$ cat config.mk
export PLATFORM = sky130hd
export DESIGN_NAME = dac_segment_ctrl
export DESIGN_NICKNAME = d
export VERILOG_FILES = /design/src/rtl/dac_segment_ctrl.sv
export SDC_FILE = /design/constraint.sdc
export NUM_CORES = 1
export LEC_CHECK = 0
export ABC_AREA = 0
export CAP_MARGIN = 20
export CORE_MARGIN = 4
export CORE_UTILIZATION = 45
export CTS_CLUSTER_DIAMETER = 40
export DETAILED_ROUTE_END_ITERATION = 10
export GPL_ROUTABILITY_DRIVEN = 0
export GPL_TIMING_DRIVEN = 0
export PLACE_DENSITY = 0.75
export SYNTH_ARGS = -nofsm -noshare
export SYNTH_HDL_FRONTEND = slang
export SYNTH_SLANG_ARGS = --single-unit
$ cat constraint.sdc
create_clock -name clk -period 5.1 [get_ports clk]
set_input_delay 0.765 -clock clk [delete_from_list [all_inputs] [get_ports clk]]
set_output_delay 0.765 -clock clk [all_outputs]
set_load 0.1 [all_outputs]
$ cat src/rtl/dac_segment_ctrl.sv
// Segment controller for the current-source unit array: power-up sequencing,
// code-to-unit mapping with DWA rotation of the thermometer units, testbus select.
module dac_segment_ctrl #(
   parameter int SETTLE_CYCLES = 16,
   parameter bit DEM_EN        = 1'b1
) (
   input  logic        clk,
   input  logic        rst,
   input  logic        enable,
   input  logic [10:0] code,
   input  logic        code_valid,
   output logic        code_ready,
   input  logic        red_sel,
   input  logic [1:0]  atb_ena_in,
   output logic        pdb,
   output logic [16:0] therm_sel,
   output logic [5:0]  bin_sel,
   output logic        bin0_red_sel,
   output logic [1:0]  atb_ena,
   output logic        dac_ready,
   output logic        sat
);

   localparam int          CNT_W    = (SETTLE_CYCLES > 1) ? $clog2(SETTLE_CYCLES) : 1;
   localparam logic [CNT_W-1:0] CNT_LAST = CNT_W'(SETTLE_CYCLES - 1);
   localparam logic [10:0] CODE_MAX = 11'd1151;

   typedef enum logic [1:0] {
      ST_OFF,
      ST_SETTLE,
      ST_ACTIVE
   } state_t;

   function automatic logic [10:0] sat_code(input logic [10:0] c);
      return (c > CODE_MAX) ? CODE_MAX : c;
   endfunction

   // n consecutive units starting at ptr, wrapping modulo 17
   function automatic logic [16:0] therm_mask(input logic [4:0] n, input logic [4:0] ptr);
      logic [17:0] ones;
      logic [33:0] dbl;
      ones = (18'd1 << n) - 18'd1;
      dbl  = {ones[16:0], ones[16:0]} >> (5'd17 - ptr);
      return dbl[16:0];
   endfunction

   function automatic logic [4:0] ptr_wrap(input logic [4:0] p, input logic [4:0] n);
      logic [5:0] s;
      s = {1'b0, p} + {1'b0, n};
      if (s >= 6'd17) s = s - 6'd17;
      return s[4:0];
   endfunction

   state_t           state_q, state_d;
   logic [CNT_W-1:0] cnt_q, cnt_d;
   logic [4:0]       ptr_q, ptr_d;
   logic [16:0]      therm_q, therm_d;
   logic [5:0]       bin_q, bin_d;
   logic             red_q, red_d;
   logic             sat_q, sat_d;
   logic [1:0]       atb_q, atb_d;

   logic [10:0] code_c;
   logic [4:0]  n_w;
   logic [5:0]  b_w;
   logic        accept;

   assign code_c = sat_code(code);
   assign n_w    = code_c[10:6];
   assign b_w    = code_c[5:0];
   // ready is advertised in ACTIVE, but a cycle with enable low is never accepted
   assign accept = code_valid && (state_q == ST_ACTIVE) && enable;

   always_comb begin
      state_d = state_q;
      cnt_d   = cnt_q;
      ptr_d   = ptr_q;
      therm_d = therm_q;
      bin_d   = bin_q;
      red_d   = red_q;
      sat_d   = sat_q;
      atb_d   = (enable && (state_q != ST_OFF)) ? atb_ena_in : 2'b00;

      case (state_q)
         ST_OFF: begin
            if (enable) begin
               state_d = ST_SETTLE;
               cnt_d   = '0;
            end
         end
         ST_SETTLE: begin
            if (cnt_q == CNT_LAST) state_d = ST_ACTIVE;
            else                   cnt_d   = cnt_q + CNT_W'(1);
         end
         ST_ACTIVE: begin
            if (accept) begin
               sat_d = (code > CODE_MAX);
               bin_d = {b_w[5:1], red_sel ? 1'b0 : b_w[0]};
               red_d = red_sel & b_w[0];
               if (DEM_EN) begin
                  therm_d = therm_mask(n_w, ptr_q);
                  ptr_d   = ptr_wrap(ptr_q, n_w);
               end else begin
                  therm_d = therm_mask(n_w, 5'd0);
                  ptr_d   = 5'd0;
               end
            end
         end
         default: state_d = ST_OFF;
      endcase

      if (!enable) begin
         state_d = ST_OFF;
         cnt_d   = '0;
         ptr_d   = '0;
         therm_d = '0;
         bin_d   = '0;
         red_d   = 1'b0;
         sat_d   = 1'b0;
      end
   end

   always_ff @(posedge clk) begin
      if (rst) begin
         state_q <= ST_OFF;
         cnt_q   <= '0;
         ptr_q   <= '0;
         therm_q <= '0;
         bin_q   <= '0;
         red_q   <= 1'b0;
         sat_q   <= 1'b0;
         atb_q   <= 2'b00;
      end else begin
         state_q <= state_d;
         cnt_q   <= cnt_d;
         ptr_q   <= ptr_d;
         therm_q <= therm_d;
         bin_q   <= bin_d;
         red_q   <= red_d;
         sat_q   <= sat_d;
         atb_q   <= atb_d;
      end
   end

   assign pdb          = (state_q != ST_OFF);
   assign code_ready   = (state_q == ST_ACTIVE);
   assign dac_ready    = (state_q == ST_ACTIVE);
   assign therm_sel    = therm_q;
   assign bin_sel      = bin_q;
   assign bin0_red_sel = red_q;
   assign sat          = sat_q;
   assign atb_ena      = atb_q;

endmodule

==> results.ini, run 1 <==
[setup_path]
critical_path_required_ns=5.26
reg2reg_setup_slack_ns=1.34
startpoint_type=input port
critPathMaxFanout=10
cp_num_buf_inv=6
crit_chain=clkdlybuf4s50_1, clkbuf_1, buf_2, or3_1, and2_1, clkbuf_1, or2_2, ha_1, ha_1, inv_1, ha_1, inv_1, nor4_1, o21ai_0, mux2i_1, a21oi_1
worstReg2RegEnd=therm_sel[0]
rr_startpoint=ptr_q[1]
path_class=input port to flip-flop
r2r_cells=11
max_stage_delay_ns=0.54
cp-end-kind=flip-flop
crit_top_cell=ha_1
crit_family=simple AND/OR/NAND/NOR gates
arrival_ns=4.90
cp_slowest_cell=nor4_1

[logic_synthesis]
netlist_instances=479
ys_ff_latch=38
yosys.cell_types.count=69
synth-main-ff-cell=dfxtp_1
yosys_warnings=0
syn_area_per_cell_um2=7.43
synth_fp_nets=507
synth-edff-count=0
synth-seq-area-share_pct=21.4
synthArstFlopShare_pct=0
syn-cell-area_um2=3560

[hold_path]
hold_class=flip-flop to flip-flop
hold_path_end=bin0_red_sel
hp-start=bin0_red_sel
worstHoldPathCells=2

[route]
drt_first_pass_iters=7
drtIter0Drc=558
wire_per_inst_um=17.9
wl_met2_mm=5.41
wl_met1_mm=4.73
via_count=4114
wirelength_mm=11.4
ant_nets=0
top_layer=met4
wl_met3_um=909
drc=0
viasPerCell=6.48

[final_layout]
final_common_cell=clkdlybuf4s50_1
layout_common_cells=47 x clkdlybuf4s50_1, 46 x nor2_1, 39 x nand2_1
synthToLayoutAreaGrowth_pct=20.0
design_area_um2=4270
drive_gt1_share_pct=6.94
fin_nets=561
fillers=733
diodes=0

[clock_network]
cts_setup_buffers=0
root_buffer=clkbuf_8
htreeDepth=2
cts_buffers=5
ctsResizeCount=0
cts.sink_count=38
hold_buffers=0
clock_latency_ns=0.29
tritoncts=done
ctsLongestPathBuffers=2
clkTransAtPathRegs_ns=0.07

[timing]
period_share_pct=93.0
tns_ns=0
period_minus_slack_ns=4.74
fmax_mhz=211
report.final.slew_viol_count=0
worst_slack_ns=0.359
final-hold-violation-count=0
relSlewSlack_pct=32.5
tightest_slew_ns=1.01
setup_viol_count_final=0
fin_skew_ns=0.00844
rsz0062_at_grt=false
fin_worst_hold_slack_ns=0.458

[power]
ir_worst_vdd_mv=0.121
clock_power_share_pct=36.5
netSwitchingFraction_pct=27.3
p_leak_nw=1.54
totalPowerFinal_uw=708
power_frac_comb_pct=21.3
powerDensity_nw_per_um2=166
internal_power_uw=514
power.switching_uw=193
pwr-share-seq_pct=42.1

[outcome]
outcome=finished clean

[grt]
grt_pass1_vias=3740
grt-ovfl-total=0
grt_pass1_wl_mm=18.4
grt_max_degree=12
antenna_found_initial=0
grt_use_total_pct=23.2

[placement]
dpl_worst_slack_ns=0.138
dp_hpwl_mm=8.64
place_area_um2=4160
port_buffers=47

[floorplanning]
rows=32
dieWidth_um=96.9
start_util_pct=46.0
die_area_um2=9390
ios=48
core_area_um2=7730
die_h_um=96.9

[run]
drv_cap=0

final cells by class:
| type | count | area [um^2] | share of cell area [%] |
|---|---|---|---|
| plain buffers | 41 | 171 | 4.02 |
| clock buffers | 6 | 82.6 | 1.93 |
| clock inverters | 1 | 30.0 | 0.703 |
| inverters | 14 | 52.6 | 1.23 |
| multi-input cells | 386 | 2570 | 60.3 |
| flip-flops and latches | 38 | 761 | 17.8 |
| well taps | 102 | 128 | 2.99 |
| repair buffers | 47 | 470 | 11.0 |
tightest hold or removal path, delay by kind of cell (launching register included):
family	cells	cell delay, ns
and+or+nand+nor	1	0.05
DFF	1	0.31
AOI/OAI and AO/OA	1	0.05
state kept, by name (all words and copies together), names as in the netlist:
name / flops
sat: 1
cnt_q: 4
state_q: 2
therm_sel: 17
bin0_red_sel: 1
atb_ena: 2
ptr_q: 5
bin_sel: 6
worst max-delay path by stage:
stage	startpoint	to	slack, ns	cells after the start
5_1_grt	code[7]	ptr_q[1]	0.08	16
3_5_place_dp	code[7]	ptr_q[1]	0.14	16
3_3_place_gp	code[7]	ptr_q[1]	0.21	16
6_report	code[7]	ptr_q[1]	0.36	16
4_1_cts	code[7]	ptr_q[1]	0.44	16
2_1_floorplan	code[7]	ptr_q[1]	1.24	15
metal layers:
metal / track usage, % / vias to the layer above
met2: 39.4 / 213
met1: 29.7 / 1956
met4: 6.37 / 0
li1: - / 1906
met5: 0 / -
met3: 4.69 / 39
per-stage QoR:
stage / cells / utilization (%)
floorplan: 479 / -
global placement: 628 / 53.8
detailed placement: 628 / 53.8
CTS: 635 / 55.2
global route: 635 / 55.2
finish: 635 / 55.2
Yosys cell counts (all sizes together), types with 3 or more instances:
cell	number	area share, %
nand2	39	4.1
or3	4	0.70
nand3b	3	0.63
xnor2	6	1.5
o32ai	3	0.74
nor3	20	3.0
mux4	7	4.4
nand2b	6	1.1
o221ai	4	0.98
a31oi	11	1.9
o21ai	42	5.9
a21oi	32	4.5
o21a	4	0.84
a21o	4	0.84
nor2b	8	1.4
dfxtp	38	21
inv	14	1.5
o31a	4	0.98
nor4	3	0.70
a211oi	13	2.7
mux2	7	2.3
nand3	12	1.7
o31ai	5	1.2
buf	9	1.4
mux2i	14	3.9
clkbuf	32	3.4
a32o	3	0.84
a2111oi	4	1.2
and3	8	1.4
and2	6	1.1
ha	10	3.5
nor2	46	4.9
or2	5	0.88
o211ai	5	1.1
a22oi	3	0.63
a21boi	4	0.84
nand4	9	1.6
o211a	3	0.84
a32oi	3	0.74
xor2	3	0.74
power groups by stage:
stage          clock network, mW  registers [mW]  logic, mW
2_1_floorplan                  0           0.307     0.0980
3_3_place_gp                   0           0.305      0.143
3_5_place_dp                   0           0.305      0.145
4_1_cts                    0.262           0.298      0.146
5_1_grt                    0.277           0.298      0.161
6_report                   0.258           0.298      0.151
cell families (layout without fill, tap and decap cells):
| kind of cell | after synthesis | after routing | synth area share (%) |
|---|---|---|---|
| flip-flops | 38 | 38 | 21.4 |
| adder cells (fa/ha/maj) | 10 | 10 | 3.52 |
| XOR/XNOR | 9 | 9 | 2.22 |
| AND/OR/NAND/NOR | 179 | 179 | 25.6 |
| multiplexers | 28 | 28 | 10.7 |
| AO/OA/AOI/OAI | 160 | 160 | 30.3 |
| buffers and inverters | 55 | 109 | 6.29 |
No activity file was read; power rests on OpenSTA's default activity.
==> inputs of run 2 (changes only) <==
Settings changed: TNS_END_PERCENT set to 100.
==> results of run 2 <==
No change in the layout: final DEF, timing and power equal those of run 1.
==> inputs of run 3 (changes only) <==
Settings changed: CTS_BUF_LIST set to sky130_fd_sc_hd__clkbuf_8, SKIP_CTS_REPAIR_TIMING set to 1.
==> results of run 3 <==
No change in the layout: final DEF, timing and power equal those of run 1.
